==> config.mk <==
export PLATFORM = sky130hd
export DESIGN_NAME = a1_byte_serializer
export DESIGN_NICKNAME = d
export VERILOG_FILES = /design/src/rtl/a1_ser_pkg.sv /design/src/rtl/a1_lane_pick.sv /design/src/rtl/a1_byte_serializer.sv
export SDC_FILE = /design/constraint.sdc
export NUM_CORES = 1
export LEC_CHECK = 0
export CAP_MARGIN = 10
export CORE_MARGIN = 5
export CORE_UTILIZATION = 58
export CTS_BUF_LIST = sky130_fd_sc_hd__clkbuf_16
export DETAILED_ROUTE_END_ITERATION = 7
export PLACE_DENSITY = 0.83
export SLEW_MARGIN = 30
export SYNTH_ARGS = -nofsm -noshare
export SYNTH_HDL_FRONTEND = slang
export SYNTH_HIERARCHICAL = 1
export SYNTH_SLANG_ARGS = --single-unit
==> constraint.sdc <==
create_clock -name Clk -period 6.2 [get_ports Clk]
set_input_delay 0.93 -clock Clk [delete_from_list [all_inputs] [get_ports Clk]]
set_output_delay 0.93 -clock Clk [all_outputs]
set_load 0.005 [all_outputs]
==> src/rtl/a1_ser_pkg.sv <==
// Shared types and defaults for the A1 byte serializer.
// Optional feature macro used by the design: ZERO_SKIP_EN (skip zero lanes).
package a1_ser_pkg;

  localparam int WIDTH_DEF = 8;
  localparam int CNT_W_DEF = 16;
  localparam int NUM_LANES = 8;

  typedef logic [2:0] lane_idx_t;

  typedef enum logic {
    IDLE  = 1'b0,
    SHIFT = 1'b1
  } ser_state_e;

  // One input group at the default lane width; index 0 is lane 1.
  typedef logic [NUM_LANES-1:0][WIDTH_DEF-1:0] group_t;

endpackage

==> src/rtl/a1_lane_pick.sv <==
// Next-lane finder for the zero-skip build (ZERO_SKIP_EN).
// Given the mask of nonzero lanes and the current index, returns the lowest
// eligible lane (above idx_i, or at idx_i when incl_i is set), whether one
// exists, and whether no further nonzero lane lies beyond it.
module a1_lane_pick
  import a1_ser_pkg::*;
(
  input  logic [NUM_LANES-1:0] mask_i,
  input  lane_idx_t            idx_i,
  input  logic                 incl_i,
  output lane_idx_t            next_idx_o,
  output logic                 found_o,
  output logic                 is_last_o
);

  logic [NUM_LANES-1:0] cand;
  logic [NUM_LANES-1:0] above;

  // Lanes that are nonzero and not yet passed.
  always_comb begin
    cand = '0;
    for (int i = 0; i < NUM_LANES; i++) begin
      cand[i] = mask_i[i] && ((i > int'(idx_i)) || (incl_i && (i == int'(idx_i))));
    end
  end

  // Lowest candidate wins; the loop runs downward so the last hit is lowest.
  always_comb begin
    next_idx_o = lane_idx_t'(NUM_LANES - 1);
    for (int i = NUM_LANES - 1; i >= 0; i--) begin
      if (cand[i]) next_idx_o = lane_idx_t'(i);
    end
  end

  // Lanes strictly above the chosen one, used to decide the last beat.
  always_comb begin
    above = '0;
    for (int i = 0; i < NUM_LANES; i++) begin
      above[i] = (i > int'(next_idx_o));
    end
  end

  assign found_o   = |cand;
  assign is_last_o = ~|(mask_i & above);

endmodule

==> src/rtl/a1_byte_serializer.sv <==
// A1 byte serializer: takes an 8-lane group per accepted beat and emits it one
// byte per cycle with a two-group (CUR/NXT) buffer so consecutive groups flow
// without a bubble. Counts fully emitted groups.
// Optional feature: define ZERO_SKIP_EN to drop zero lanes from the stream.
//
// Handshakes: a transfer happens on a rising edge where valid && ready. The
// producer keeps data and valid stable until that edge. InReady is a register
// (NXT not full); SerValid/SerOut/SerLane/SerLast are registers held while
// SerValid && !SerReady. Neither ready depends combinationally on the other side.
module a1_byte_serializer
  import a1_ser_pkg::*;
#(
  parameter int WIDTH = WIDTH_DEF,
  parameter int CNT_W = CNT_W_DEF
) (
  input  logic             Clk,
  input  logic             Rst,
  input  logic [WIDTH-1:0] A1Out1,
  input  logic [WIDTH-1:0] A1Out2,
  input  logic [WIDTH-1:0] A1Out3,
  input  logic [WIDTH-1:0] A1Out4,
  input  logic [WIDTH-1:0] A1Out5,
  input  logic [WIDTH-1:0] A1Out6,
  input  logic [WIDTH-1:0] A1Out7,
  input  logic [WIDTH-1:0] A1Out8,
  input  logic             InValid,
  output logic             InReady,
  output logic [WIDTH-1:0] SerOut,
  output logic [2:0]       SerLane,
  output logic             SerValid,
  input  logic             SerReady,
  output logic             SerLast,
  output logic [CNT_W-1:0] GroupCnt,
  output logic             DbgState
);

  typedef logic [NUM_LANES-1:0][WIDTH-1:0] grp_t;

  ser_state_e       state_q, state_d;
  grp_t             cur_q, cur_d;
  grp_t             nxt_q, nxt_d;
  logic             nxt_full_q, nxt_full_d;
  lane_idx_t        lane_q, lane_d;
  logic [WIDTH-1:0] ser_out_q, ser_out_d;
  logic             ser_last_q, ser_last_d;
  logic [CNT_W-1:0] cnt_q, cnt_d;

  grp_t      in_grp;
  grp_t      load_grp;
  lane_idx_t load_lane;
  logic      load_last;
  lane_idx_t adv_lane;
  logic      adv_last;

  logic hs;
  logic last_hs;
  logic accept;
  logic cur_from_nxt;
  logic cur_from_in;
  logic nxt_load;

  assign in_grp = {A1Out8, A1Out7, A1Out6, A1Out5, A1Out4, A1Out3, A1Out2, A1Out1};

  assign hs      = (state_q == SHIFT) && SerReady;
  assign last_hs = hs && ser_last_q;
  assign accept  = InValid && !nxt_full_q;

  // CUR refills from NXT when the last beat leaves with NXT occupied; an
  // incoming group goes straight to CUR when CUR is empty or just finishing.
  assign cur_from_nxt = last_hs && nxt_full_q;
  assign cur_from_in  = accept && ((state_q == IDLE) || last_hs);
  assign nxt_load     = accept && !cur_from_in;
  assign load_grp     = cur_from_nxt ? nxt_q : in_grp;

`ifdef ZERO_SKIP_EN
  logic [NUM_LANES-1:0] cur_mask_q, cur_mask_d;
  logic [NUM_LANES-1:0] load_mask;
  lane_idx_t            load_pick_idx;
  logic                 load_found;
  logic                 load_pick_last;
  lane_idx_t            adv_pick_idx;
  logic                 adv_found;

  // Nonzero-lane mask of the group about to enter CUR.
  always_comb begin
    load_mask = '0;
    for (int i = 0; i < NUM_LANES; i++) begin
      load_mask[i] = |load_grp[i];
    end
  end

  a1_lane_pick u_load_pick (
    .mask_i     (load_mask),
    .idx_i      (3'd0),
    .incl_i     (1'b1),
    .next_idx_o (load_pick_idx),
    .found_o    (load_found),
    .is_last_o  (load_pick_last)
  );

  a1_lane_pick u_adv_pick (
    .mask_i     (cur_mask_q),
    .idx_i      (lane_q),
    .incl_i     (1'b0),
    .next_idx_o (adv_pick_idx),
    .found_o    (adv_found),
    .is_last_o  (adv_last)
  );

  // An all-zero group still emits one beat: lane 8 (byte is 0) marked last.
  assign load_lane = load_found ? load_pick_idx : 3'd7;
  assign load_last = load_found ? load_pick_last : 1'b1;
  assign adv_lane  = adv_found ? adv_pick_idx : lane_q;
`else
  assign load_lane = 3'd0;
  assign load_last = 1'b0;
  assign adv_lane  = lane_q + 3'd1;
  assign adv_last  = (adv_lane == 3'd7);
`endif

  // Next-state, buffer and output-register logic.
  always_comb begin
    state_d    = state_q;
    cur_d      = cur_q;
    nxt_d      = nxt_q;
    nxt_full_d = nxt_full_q;
    lane_d     = lane_q;
    ser_out_d  = ser_out_q;
    ser_last_d = ser_last_q;
    cnt_d      = cnt_q;
`ifdef ZERO_SKIP_EN
    cur_mask_d = cur_mask_q;
`endif

    if (cur_from_nxt || cur_from_in) begin
      state_d    = SHIFT;
      cur_d      = load_grp;
      lane_d     = load_lane;
      ser_out_d  = load_grp[load_lane];
      ser_last_d = load_last;
`ifdef ZERO_SKIP_EN
      cur_mask_d = load_mask;
`endif
    end else if (last_hs) begin
      state_d = IDLE;
    end else if (hs) begin
      lane_d     = adv_lane;
      ser_out_d  = cur_q[adv_lane];
      ser_last_d = adv_last;
    end

    if (cur_from_nxt) begin
      nxt_full_d = 1'b0;
    end else if (nxt_load) begin
      nxt_full_d = 1'b1;
      nxt_d      = in_grp;
    end

    if (last_hs) cnt_d = cnt_q + 1'b1;
  end

  // State and datapath registers with synchronous reset.
  always_ff @(posedge Clk) begin
    if (Rst) begin
      state_q    <= IDLE;
      cur_q      <= '0;
      nxt_q      <= '0;
      nxt_full_q <= 1'b0;
      lane_q     <= '0;
      ser_out_q  <= '0;
      ser_last_q <= 1'b0;
      cnt_q      <= '0;
`ifdef ZERO_SKIP_EN
      cur_mask_q <= '0;
`endif
    end else begin
      state_q    <= state_d;
      cur_q      <= cur_d;
      nxt_q      <= nxt_d;
      nxt_full_q <= nxt_full_d;
      lane_q     <= lane_d;
      ser_out_q  <= ser_out_d;
      ser_last_q <= ser_last_d;
      cnt_q      <= cnt_d;
`ifdef ZERO_SKIP_EN
      cur_mask_q <= cur_mask_d;
`endif
    end
  end

  assign InReady  = !nxt_full_q;
  assign SerValid = (state_q == SHIFT);
  assign SerOut   = ser_out_q;
  assign SerLane  = lane_q;
  assign SerLast  = ser_last_q;
  assign GroupCnt = cnt_q;
  assign DbgState = state_q;

endmodule

# == Word-level counts from Yosys, hierarchy flattened ==
# Index checks and enable logic that the tools add are counted.
# word_totals
reg_bits,158
input_bits,68
output_inout_bits,31
elab_cells,55
# classes
addsub,2
order_cmp,1
eq_ne,2
muxes,8
bitwise_logic,3
n_reduce_logical,17
# op_table
cell,count
$mux 64,1
$mux 8,4
$bmux 8 s3,1
$add 16x1->16 const B,1
$logic_and 1x1->1,6
$reduce_and 2->1,3
$lt 3x4->1 const B,1
$reduce_bool 2->1,2
$reduce_or 2->1,2
$add 3x1->3 const B,1
$eq 3x3->1 const B,1
$not 1->1,3
$logic_not 1->1,2
$logic_or 1x1->1,2
$mux 1,2
$ne 2x1->1 const B,1

# == Logic depth before layout (Yosys ltp) ==
# Gate-level depths: netlist of the first run.
# logic_depth
ltp_word,7
mapped_depth,9

# == Worst setup path after synthesis of the first run ==
# OpenSTA, ideal clock, no wires.
# synth_path
path_type,register -> register
start,reg lane_q[0] (netlist: SerLane[0])
end,reg ser_out_q[6] (netlist: SerOut[6])
arrival_time_ps,2481
required_time_ps,6067
setup_slack_ps,3587
stages_incl_launch_ff,10
path_cell_list,dfxtp_1 buf_2 buf_2 inv_1 ha_1 clkbuf_1 clkbuf_1 mux4_2 a22oi_1 a31oi_1
# synth_via
elab_chain_len,6
# synth_rtl
item,line,rtl
"start, declared",a1_byte_serializer.sv:43,"lane_idx_t lane_q, lane_d;"
"start signal, assigned",a1_byte_serializer.sv:181,lane_q <= lane_d;
$add 3x1->3,a1_byte_serializer.sv:117,assign adv_lane = lane_q + 3'd1;
via adv_lane[0],a1_byte_serializer.sv:52,lane_idx_t adv_lane;
$bmux 8 s3,a1_byte_serializer.sv:148,ser_out_d = cur_q[adv_lane];
$mux 8 (not written as such),a1_byte_serializer.sv:148,
$mux 8,a1_byte_serializer.sv:146,end else if (hs) begin
$mux 8,a1_byte_serializer.sv:144,end else if (last_hs) begin
$mux 8,a1_byte_serializer.sv:135,if (cur_from_nxt || cur_from_in) begin
"end signal, assigned",a1_byte_serializer.sv:182,ser_out_q <= ser_out_d;
"end, declared",a1_byte_serializer.sv:44,"logic [WIDTH-1:0] ser_out_q, ser_out_d;"
# The timed path passes the listed nets, and every way through them passes these cells. The select of a mux whose other input is x is not followed.
# A chain may end at the register's enable or synchronous reset.

# == Worst setup path after layout of the first run ==
# layout_path
start,in SerReady
end,reg cur_q[31] in the netlist's numbering
# layout_via
elab_chain_len,5
# layout_rtl
item,line,rtl
"start, declared",a1_byte_serializer.sv:31,"input logic SerReady,"
$logic_and 1x1->1 (*),a1_byte_serializer.sv:64,assign hs = (state_q == SHIFT) && SerReady;
$logic_and 1x1->1 (*),a1_byte_serializer.sv:65,assign last_hs = hs && ser_last_q;
$logic_or 1x1->1,a1_byte_serializer.sv:71,assign cur_from_in = accept && ((state_q == IDLE) || last_hs);
$logic_and 1x1->1,a1_byte_serializer.sv:71,
$logic_or 1x1->1,a1_byte_serializer.sv:135,
"end signal, assigned",a1_byte_serializer.sv:178,cur_q <= cur_d;
"end, declared",a1_byte_serializer.sv:40,"grp_t cur_q, cur_d;"
# Mark *: on every way between the ends. The rest lies on a longest branch, timed or not.

==> results of run 1 <==
registers in the layout, summed over array words and instances (netlist names):
signal,count
SerLane,3
nxt_full_q,1
SerLast,1
cur_q,64
GroupCnt,16
SerOut,8
nxt_q,64
DbgState,1
report_power, final:
group,internal (uW),total (uW),switching [uW]
logic,147,326,179
registers,1090,1150,50.6
clock network,486,863,377
total,1730,2330,607
cell usage in the layout (no fill, tap or decap), types with 2 or more instances in the layout:
master           netlist  final
a21oi_1               77     77
a22oi_1                8      8
a311oi_1              56     56
a31oi_1                8      8
and2_1                 3      2
buf_4                  1      7
clkbuf_16              0     17
clkdlybuf4s50_1        0     97
clkinv_1               0      2
clkinv_2               0      2
dfxtp_1              158    158
ha_1                   3      3
inv_1                  6     14
mux2_2                 8      8
mux4_2                16     16
nand2_1              272    271
nand3_1                4      4
nand4_1                5      5
nor2_1                73     73
nor3_1                 6      5
nor4_1                 6      6
o21ai_0                3      3
or3_1                  3      3
xnor2_1                9      9
xor2_1                 5      5
final cells by class:
type	instances	area, sq um	share of cell area (%)
multi-input combinational	581	3240	40.0
clock buffer	17	425	5.25
inverter	6	22.5	0.278
clock inverter	12	47.5	0.587
sequential	158	3160	39.1
timing repair buffer	104	1020	12.6
tap	143	179	2.21
cells by family after synthesis:
group,after synthesis
buffers and inverters,73
multiplexers,25
adder cells (fa/ha/maj),3
AO/OA/AOI/OAI,159
flip-flops,158
XOR/XNOR,14
AND/OR/NAND/NOR,380
cells in the mapped netlist (all sizes together) (2+ instances only):
master  number  area (sq um)
a31oi        8          50.1
xor2         5          43.8
a22oi        8          60.1
a311oi      56           490
nor3         6          30.0
nand4        6          52.6
mux4        16           360
a211oi       2          20.0
o21ai        3          15.0
xnor2        9          78.8
clkbuf      41           154
dfxtp      158          3160
nand2      272          1020
buf         26           130
or3          3          18.8
and2         3          18.8
nor2        73           274
nor4         6          37.5
mux2         8          90.1
inv          6          22.5
nand3        4          20.0
a21oi       77           385
ha           3          37.5
metrics by stage:
step | power [uW] | std cells | hold slack, ns
after CTS | 2330 | 1021 | 0.455
after floorplan | 1350 | 812 | 0.433
after global routing | 2420 | 1021 | 0.476
final | 2330 | 1021 | 0.456
after global placement | 1470 | 992 | 0.439
after detailed placement | 1480 | 992 | 0.447
metal layers:
layer | vias to the layer above | track usage (%)
li1 | 2900 | -
met1 | 2927 | 32.5
met2 | 262 | 40.3
met3 | 43 | 6.30
met4 | 0 | 8.85
met5 | - | 0
worst max-delay path, delay by kind of cell:
| family | cells | cell delay, ns |
|---|---|---|
| simple gates | 2 | 0.26 |
| buf+inv | 4 | 2.18 |
| compound gates | 1 | 0.33 |
worst paths after layout:
| check | start | end | slack (ns) | cells past startpoint |
|---|---|---|---|---|
| worst max-delay path | SerReady | cur_q[31] | 2.74 | 7 |
| worst min-delay path | nxt_q[18] | nxt_q[18] | 0.46 | 2 |
| worst max register to register | DbgState | cur_q[31] | 3.32 | 6 |
| worst min register to register | nxt_q[18] | nxt_q[18] | 0.46 | 2 |
==> impl_results.md, run 1 <==
* Status: finished, final reports clean
* # fillers at 862
* Fin area at 0.00810 sq mm
* Pin count of the biggest net entering global routing at 88
* DRT iter0 DRCs at 774
* Grt ovf at 0
* Worst Tran Pin Value at 0.879 ns
* Minimum clock period at 3.46 ns
* Syn_nets at approximately 900
* Critical path capture point type: flip-flop
* Layout Utilization at 71.2%
* Number of global-route vias before repair at around 5800
* Warnings from Yosys at 6
* Sequential-to-total area share from yosys stat at a little under half
* Wirelength per Cell at 17.1 um
* Core area at 0.0114 sq mm
* Prevailing post-synth register cell: dfxtp_1
* Vias at 6132
* #FFs+latches synth at 158
* I/O pin count at 99
* Final worst setup slack at 2.74 ns
* Uppermost layer routed: met4
* CTS Buf Count at 17
* Fmax at 289 MHz
* P per Cell Area at a little under 300 mW/mm^2
* Adder-Cell Fraction of Synth Area at less than 1%
* Critical Path Fanout Max at 65
* Max-Cap Viols at 0
* RSZ-0062 raised after global routing: no
* Antenna violations before repair at 0
* Worst Hold Class: reg -> reg
* Nets at 939
* Gpl congestion at 0.836
* Routed wire length at 17.5 mm
* Share of post-route cells with drive strength above 1 at 6.61%
* Post-synthesis mux area share at 6.89%
* Final setup TNS at 0 ns
* Setup CP Type: in -> reg
* Final hold violations at 0
* Met3 routed WL at 1.36 mm
* P_leak at 0.00293 uW
* Post-DRT Antenna Nets at 0
* Synth Instances at slightly above 800
* Top cell by count, worst path: buf_4
* Combinational family with the most area after synthesis: simple AND/OR/NAND/NOR gates
* Die Footprint at 0.0138 sq mm
* Critical path cell sequence: clkdlybuf4s50_1, nand4_1, buf_4, inv_1, buf_4, nand2_1, a311oi_1
* Peak VDD IR at 0.210 mV
* Slew Limit Fails at 0
* Die height at 117 um
* First drt pass iteration count at 5
* Chip Width at 117 um
* Max-slew headroom at 41.4%
* Diode count at 0
* Cell area after synthesis at 0.00668 sq mm
* Worst skew pair latency at 0.43 ns
* Starting Density at 58.8%
* Area grow syn2layout at 21.2%
* Detailed Place HPWL at 10.9 mm
* Final Setup Violations at 0
* CTS tree: yes
* DRC at 0
* CP peak stage delay at ~0.72 ns
* CTS max path bufs at 2
* Post-Syn Area per Cell at a little over 8 sq um
* CP max stage cell: inv_1
* Async S/R FF share, synth at 0%
* Cts repair resizes at 0
* Critical path launch point type: primary input
* Tot GR Track Use at between 20% and 30%
* Worst Path Arrival at 3.78 ns
* Crit share post-route at 55.8%
* Synth Area in Compound Gates at 15.9%
* Simple-gate area share of the yosys netlist at 22.9%
* Maximum level of the CTS H-tree at 4
* Synth Area in XOR/XNOR at under 10%
* Post-CTS setup buffer count at 0
* Met2 wire length at 8.50 mm
* Clock skew at 0.00487 ns
* Pre-CTS setup slack at about 2.5 ns
* Clock sink count at 158
* Port bufs at 98
* Row count at 39
* Metal-1 WL at 7.24 mm
* CTS root buf: clkbuf_16
* Hold-fix buffers, CTS at 0
* Global-route wire length before repair at between 20 and 30 mm
* Post-synth EDFFs at 0
* Crit path required time at 6.51 ns
* Synth unique cells at 40
* Cell Area, Placed at 0.00762 sq mm
* Drt via density at roughly 6
* CTS clock-pin slew for the worst setup and hold paths at 0.06 ns
Note: power is estimated with default switching activity, not from simulation.
==> run 2, diff against run 1 <==
--- a/config.mk
+++ b/config.mk
@@ -7,10 +7,10 @@
 export LEC_CHECK = 0
 export CAP_MARGIN = 10
 export CORE_MARGIN = 5
-export CORE_UTILIZATION = 58
+export CORE_UTILIZATION = 54
 export CTS_BUF_LIST = sky130_fd_sc_hd__clkbuf_16
 export DETAILED_ROUTE_END_ITERATION = 7
-export PLACE_DENSITY = 0.83
+export PLACE_DENSITY = 0.78
 export SLEW_MARGIN = 30
 export SYNTH_ARGS = -nofsm -noshare
 export SYNTH_HDL_FRONTEND = slang
==> constraint.sdc (replaced) <==
create_clock -name Clk -period 3.2 [get_ports Clk]
set_input_delay 0.48 -clock Clk [delete_from_list [all_inputs] [get_ports Clk]]
set_output_delay 0.48 -clock Clk [all_outputs]
set_load 0.005 [all_outputs]
==> run 2 against run 1 <==
Via count decreased by 1.5%. Combinational power up 97%. Final area grew 2.5%. Critical path type unchanged. Die area grew 6.8%.
==> impl_results.md, run 2 (same netlist as run 1, synthesis figures left out) <==
* Status: finished, final reports clean
* Die height at 121 um
* DRT iter0 DRCs at 549
* Crit share post-route at about 76%
* Drt via density at 5.72
* Power Internal at ~3500 uW
* Port bufs at 98
* Antenna violations before repair at 0
* Starting Density at 55.4%
* Buf/Inv on CP at 2
* Cts repair resizes at 0
* Worst R2R End: nxt_q[41]
* CP Launch Point: SerReady
* Clock Power Share at 39.6%
* Crit path to: nxt_q[41]
* Critical path cell sequence: clkdlybuf4s50_1, a21boi_1, nand2_2, buf_12, nand2_1, a21oi_1
* Reg area at between 0.003 and 0.004 sq mm
* Nets at 946
* Most common cell after layout, fill and taps aside: nand2_1
* Share of post-route cells with drive strength above 1 at 7.43%
* CTS Buf Count at 17
* CTS max path bufs at 2
* Non-Filler Instances at 1056
* Max-Cap Viols at 0
* Commonest cells after routing, fill and taps aside: nand2_1 (271), dfxtp_1 (158), clkdlybuf4s50_1 (97), a21oi_1 (77), nor2_1 (73)
* Peak VDD IR at 0.372 mV
* Worst Path Arrival at roughly 2.7 ns
* Worst Tran Pin Value at 0.886 ns
* Chip Width at 121 um
* Max-slew headroom at 40.9%
* Pin count of the biggest net entering global routing at 111
* CTS tree: yes
* P_leak at between 0.002 and 0.003 uW
* Detailed Place HPWL at 11.3 mm
* CP max stage cell: nand2_2
* CTS root buf: clkbuf_16
* Clock skew at 0.00794 ns
* Final setup TNS at 0 ns
* Switching share of power at 25.3%
* Hold-fix buffers, CTS at 0
* Critical Path Fanout Max at 40
* Worst Hold Class: reg -> reg
* I/O pin count at 99
* Number of global-route vias before repair at between 5000 and 6000
* Die Footprint at 0.0147 sq mm
* RSZ-0062 raised after global routing: no
* Vias at 6041
* Critical path capture point type: flip-flop
* Maximum level of the CTS H-tree at 4
* Row count at 40
* Critical path launch point type: primary input
* Fmax at 412 MHz
* Worst skew pair latency at 0.42 ns
* R2r startpoint: DbgState
* Layout Utilization at 68.8%
* Grt ovf at 0
* Final Setup Violations at 0
* # fillers at ~960
* DRC at 0
* Final hold violations at 0
* Clock sink count at approximately 160
* Switching power at 1190 uW
* First drt pass iteration count at 5
* Critical path depth at 6
* Wirelength per Cell at ~16 um
* Tot GR Track Use at 23.8%
* Core area at roughly 0.012 sq mm
* CTS clock-pin slew for the worst setup and hold paths at 0.06 ns
* P per Cell Area at 569 mW/mm^2
* Worst r2r path cells at 5
* Diode count at 0
* Slew Limit Fails at 0
* FF-to-FF setup slack at slightly above 0.8 ns
* Setup CP Type: in -> reg
* Area grow syn2layout at 24.1%
* Crit-path leading delay family: buffers and inverters
* Reg power frac at 46.8%
* Crit path required time at approximately 3.5 ns
* Gpl congestion at 0.841
* Routed wire length at 17.4 mm
* Post-CTS setup buffer count at 0
* CP peak stage delay at 0.64 ns
* Combinational share of power at 13.6%
* Post-DRT Antenna Nets at 0
* Minimum clock period at 2.43 ns
* Multi-input gate area at roughly 0.0032 sq mm
* Inst Count DP at 1024
* Global-route wire length before repair at 27.8 mm
## run 2: cell count changes in the layout (fill, tap and decap cells not counted), moves of 2 or more
| cell | previous run | this run |
|---|---|---|
| buf_4 | 7 | 9 |
| clkinv_1 | 2 | 9 |
| buf_12 | 0 | 5 |
| inv_1 | 14 | 8 |
| bufinv_16 | 0 | 2 |
## run 2: layout make-up
class                   instances  share of cell area, %
inverters                       6                  0.271
clock inverters                15                   1.34
flip-flops and latches        158                   38.1
multi-input cells             581                   38.9
well taps                     168                   2.53
clock buffers                  17                   5.13
repair buffers                111                   13.7
## run 2: how the worst min path moves through the flow
stage,cells after the start,slack [ns],to,start
after floorplan,2,0.43,cur_q[0],cur_q[0]
after global placement,2,0.44,nxt_q[2],nxt_q[2]
after detailed placement,2,0.45,nxt_q[25],nxt_q[25]
after CTS,2,0.45,nxt_q[42],nxt_q[42]
after global routing,2,0.47,nxt_q[15],nxt_q[15]
final,2,0.45,nxt_q[23],nxt_q[23]
## run 2: tightest hold or removal path, stage by stage (launching register included)
cell     delay (ns)
dfxtp_1        0.30
nand2_1        0.05
a21oi_1        0.05
## run 2: power groups by stage
stage | registers, uW | clock network, uW | logic (uW)
after floorplan | 2220 | 0 | 409
after global placement | 2240 | 0 | 617
after detailed placement | 2250 | 0 | 634
after CTS | 2210 | 1890 | 638
after global routing | 2230 | 1970 | 702
final | 2210 | 1870 | 641
## run 2: per-stage QoR
step	cell area (sq um)	hold slack [ns]	setup slack (ns)	power [uW]
after global routing	8300	0.474	0.642	4900
after floorplan	6680	0.433	0.587	2620
after CTS	8300	0.455	0.805	4730
after global placement	7760	0.438	0.481	2860
after detailed placement	7760	0.447	0.371	2890
final	8300	0.455	0.772	4720
## run 2: layer usage
layer / GRT usage, % / wire [um] / share of wire [%] / vias up
met4: 10.2 / 475 / 2.7 / 0
met3: 5.17 / 1100 / 6.3 / 41
met5: 0 / 0 / 0 / -
li1: - / - / - / 2919
met2: 39.2 / 8430 / 48 / 213
met1: 30.1 / 7380 / 42 / 2868
==> run 3, diff against run 2 <==
==> constraint.sdc (replaced) <==
create_clock -name Clk -period 2.25 [get_ports Clk]
set_input_delay 0.3375 -clock Clk [delete_from_list [all_inputs] [get_ports Clk]]
set_output_delay 0.3375 -clock Clk [all_outputs]
set_load 0.005 [all_outputs]
==> run 3 against run 2 <==
Total power is 43% higher. Final cell count is 0.76% higher. Clock power is 42% higher. Routed wire length is 2.1% higher. Critical path type is now reg -> out. Highest routed layer unchanged.
==> impl_results.md, run 3 (same netlist as run 1, synthesis figures left out) <==
* P per Cell Area at 801 mW/mm^2
* Total Power at 6770 uW
* Final setup TNS at 0 ns
* Number of global-route vias before repair at about 6000
* Worst Tran Pin Value at 0.581 ns
* Pin count of the biggest net entering global routing at 66
* Share of post-route cells with drive strength above 1 at around 8.4%
* Status: finished, final reports clean
* Port bufs at 98
* DRT iter0 DRCs at 642
* Slew Limit Fails at 0
* Peak VDD IR at around 0.5 mV
* Crit share post-route at ~84%
* CTS tree: yes
* Grt ovf at 0
* CTS root buf: clkbuf_16
* Hold_ws at between 0.4 and 0.5 ns
* Cts repair resizes at 0
* Diode count at 0
* CP peak stage delay at roughly 0.58 ns
* Pre-CTS setup slack at 0.0145 ns
* CP max stage cell: clkdlybuf4s50_1
* Hold-fix buffers, CTS at 0
* CTS Buf Count at 17
* Clock skew at 0.00702 ns
* Buf/Inv on CP at 1
* Critical path capture point type: output pin
* Die Footprint at 0.0147 sq mm
* Worst Hold Class: in -> reg
* Minimum clock period at 1.89 ns
* Critical path cell sequence: clkdlybuf4s50_1
* Core area at ~0.012 sq mm
* Gpl congestion at 0.812
* CTS max path bufs at 2
* Critical path launch point type: flip-flop
* Starting Density at 55.4%
* Drt via density at around 5.7
* Routed wire length at 17.8 mm
* Most common cell after layout, fill and taps aside: nand2_1
* Worst Path Arrival at 1.56 ns
* Clock sink count at 158
* Max-Cap Viols at 0
* Area grow syn2layout at 26.4%
* DRC at 0
* Final hold violations at 0
* Chip Width at 121 um
* Wirelength per Cell at 16.7 um
* Critical Path Fanout Max at 12
* Post-DRT Antenna Nets at 0
* Global-route wire length before repair at 28.6 mm
* Vias at 6084
* CTS clock-pin slew for the worst setup and hold paths at approximately 0.060 ns
* Final worst setup slack at 0.357 ns
* Max-slew headroom at 61.3%
* Final Setup Violations at 0
* Crit-path leading delay family: buffers and inverters
* Fmax at 528 MHz
* Commonest cells after routing, fill and taps aside: nand2_1 (271), dfxtp_1 (158), clkdlybuf4s50_1 (97), a21oi_1 (77), nor2_1 (73)
* Detailed Place HPWL at between 10 and 15 mm
* Row count at 40
* First drt pass iteration count at 7
* Worst skew pair latency at ~0.42 ns
* Cell Area, Placed at 0.00791 sq mm
* Nets at 955
* Maximum level of the CTS H-tree at 4
* I/O pin count at 99
* Crit path required time at 1.91 ns
* Fin area at 0.00845 sq mm
* Antenna violations before repair at 0
* RSZ-0062 raised after global routing: no
* Die height at around 120 um
* Tot GR Track Use at 24.6%
* Post-CTS setup buffer count at 0
* Setup CP Type: reg -> out
* P_leak at between 0.003 and 0.004 uW
==> run 3: final timing paths <==
check	from	to	slack, ns	cells past startpoint
setup reg to reg	SerLast	cur_q[49]	0.36	6
hold / removal	Rst	DbgState	0.42	2
hold reg to reg	nxt_q[22]	nxt_q[22]	0.45	2
setup / recovery	DbgState	DbgState	0.36	1
==> run 3: per-stage QoR <==
stage                     std cells  util [%]
final                          1064      70.1
after global routing           1064      70.1
after CTS                      1064      70.1
after detailed placement       1033      65.6
after global placement         1033      65.6
after floorplan                 812         -
==> run 3: metal layers <==
metal  track usage [%]  routed length, um
met1              28.7               7190
met5                 0                  0
met4              9.94                519
met3              5.50               1130
met2              43.7               8920
==> run 3: report_power, final <==
group | internal, uW | switching [uW] | leakage, uW | total [uW]
combinational | 465 | 504 | 0.00149 | 969
clock | 1580 | 1070 | 0.000265 | 2650
sequential | 3010 | 133 | 0.00129 | 3150
==> run 3: area by class of cell <==
type | count | area, sq um
fillers | 938 | 3610
clock buffers | 17 | 425
inverters | 6 | 22.5
flip-flops and latches | 158 | 3160
clock inverters | 14 | 110
repair buffers | 120 | 1290
well taps | 168 | 210
multi-input cells | 581 | 3220
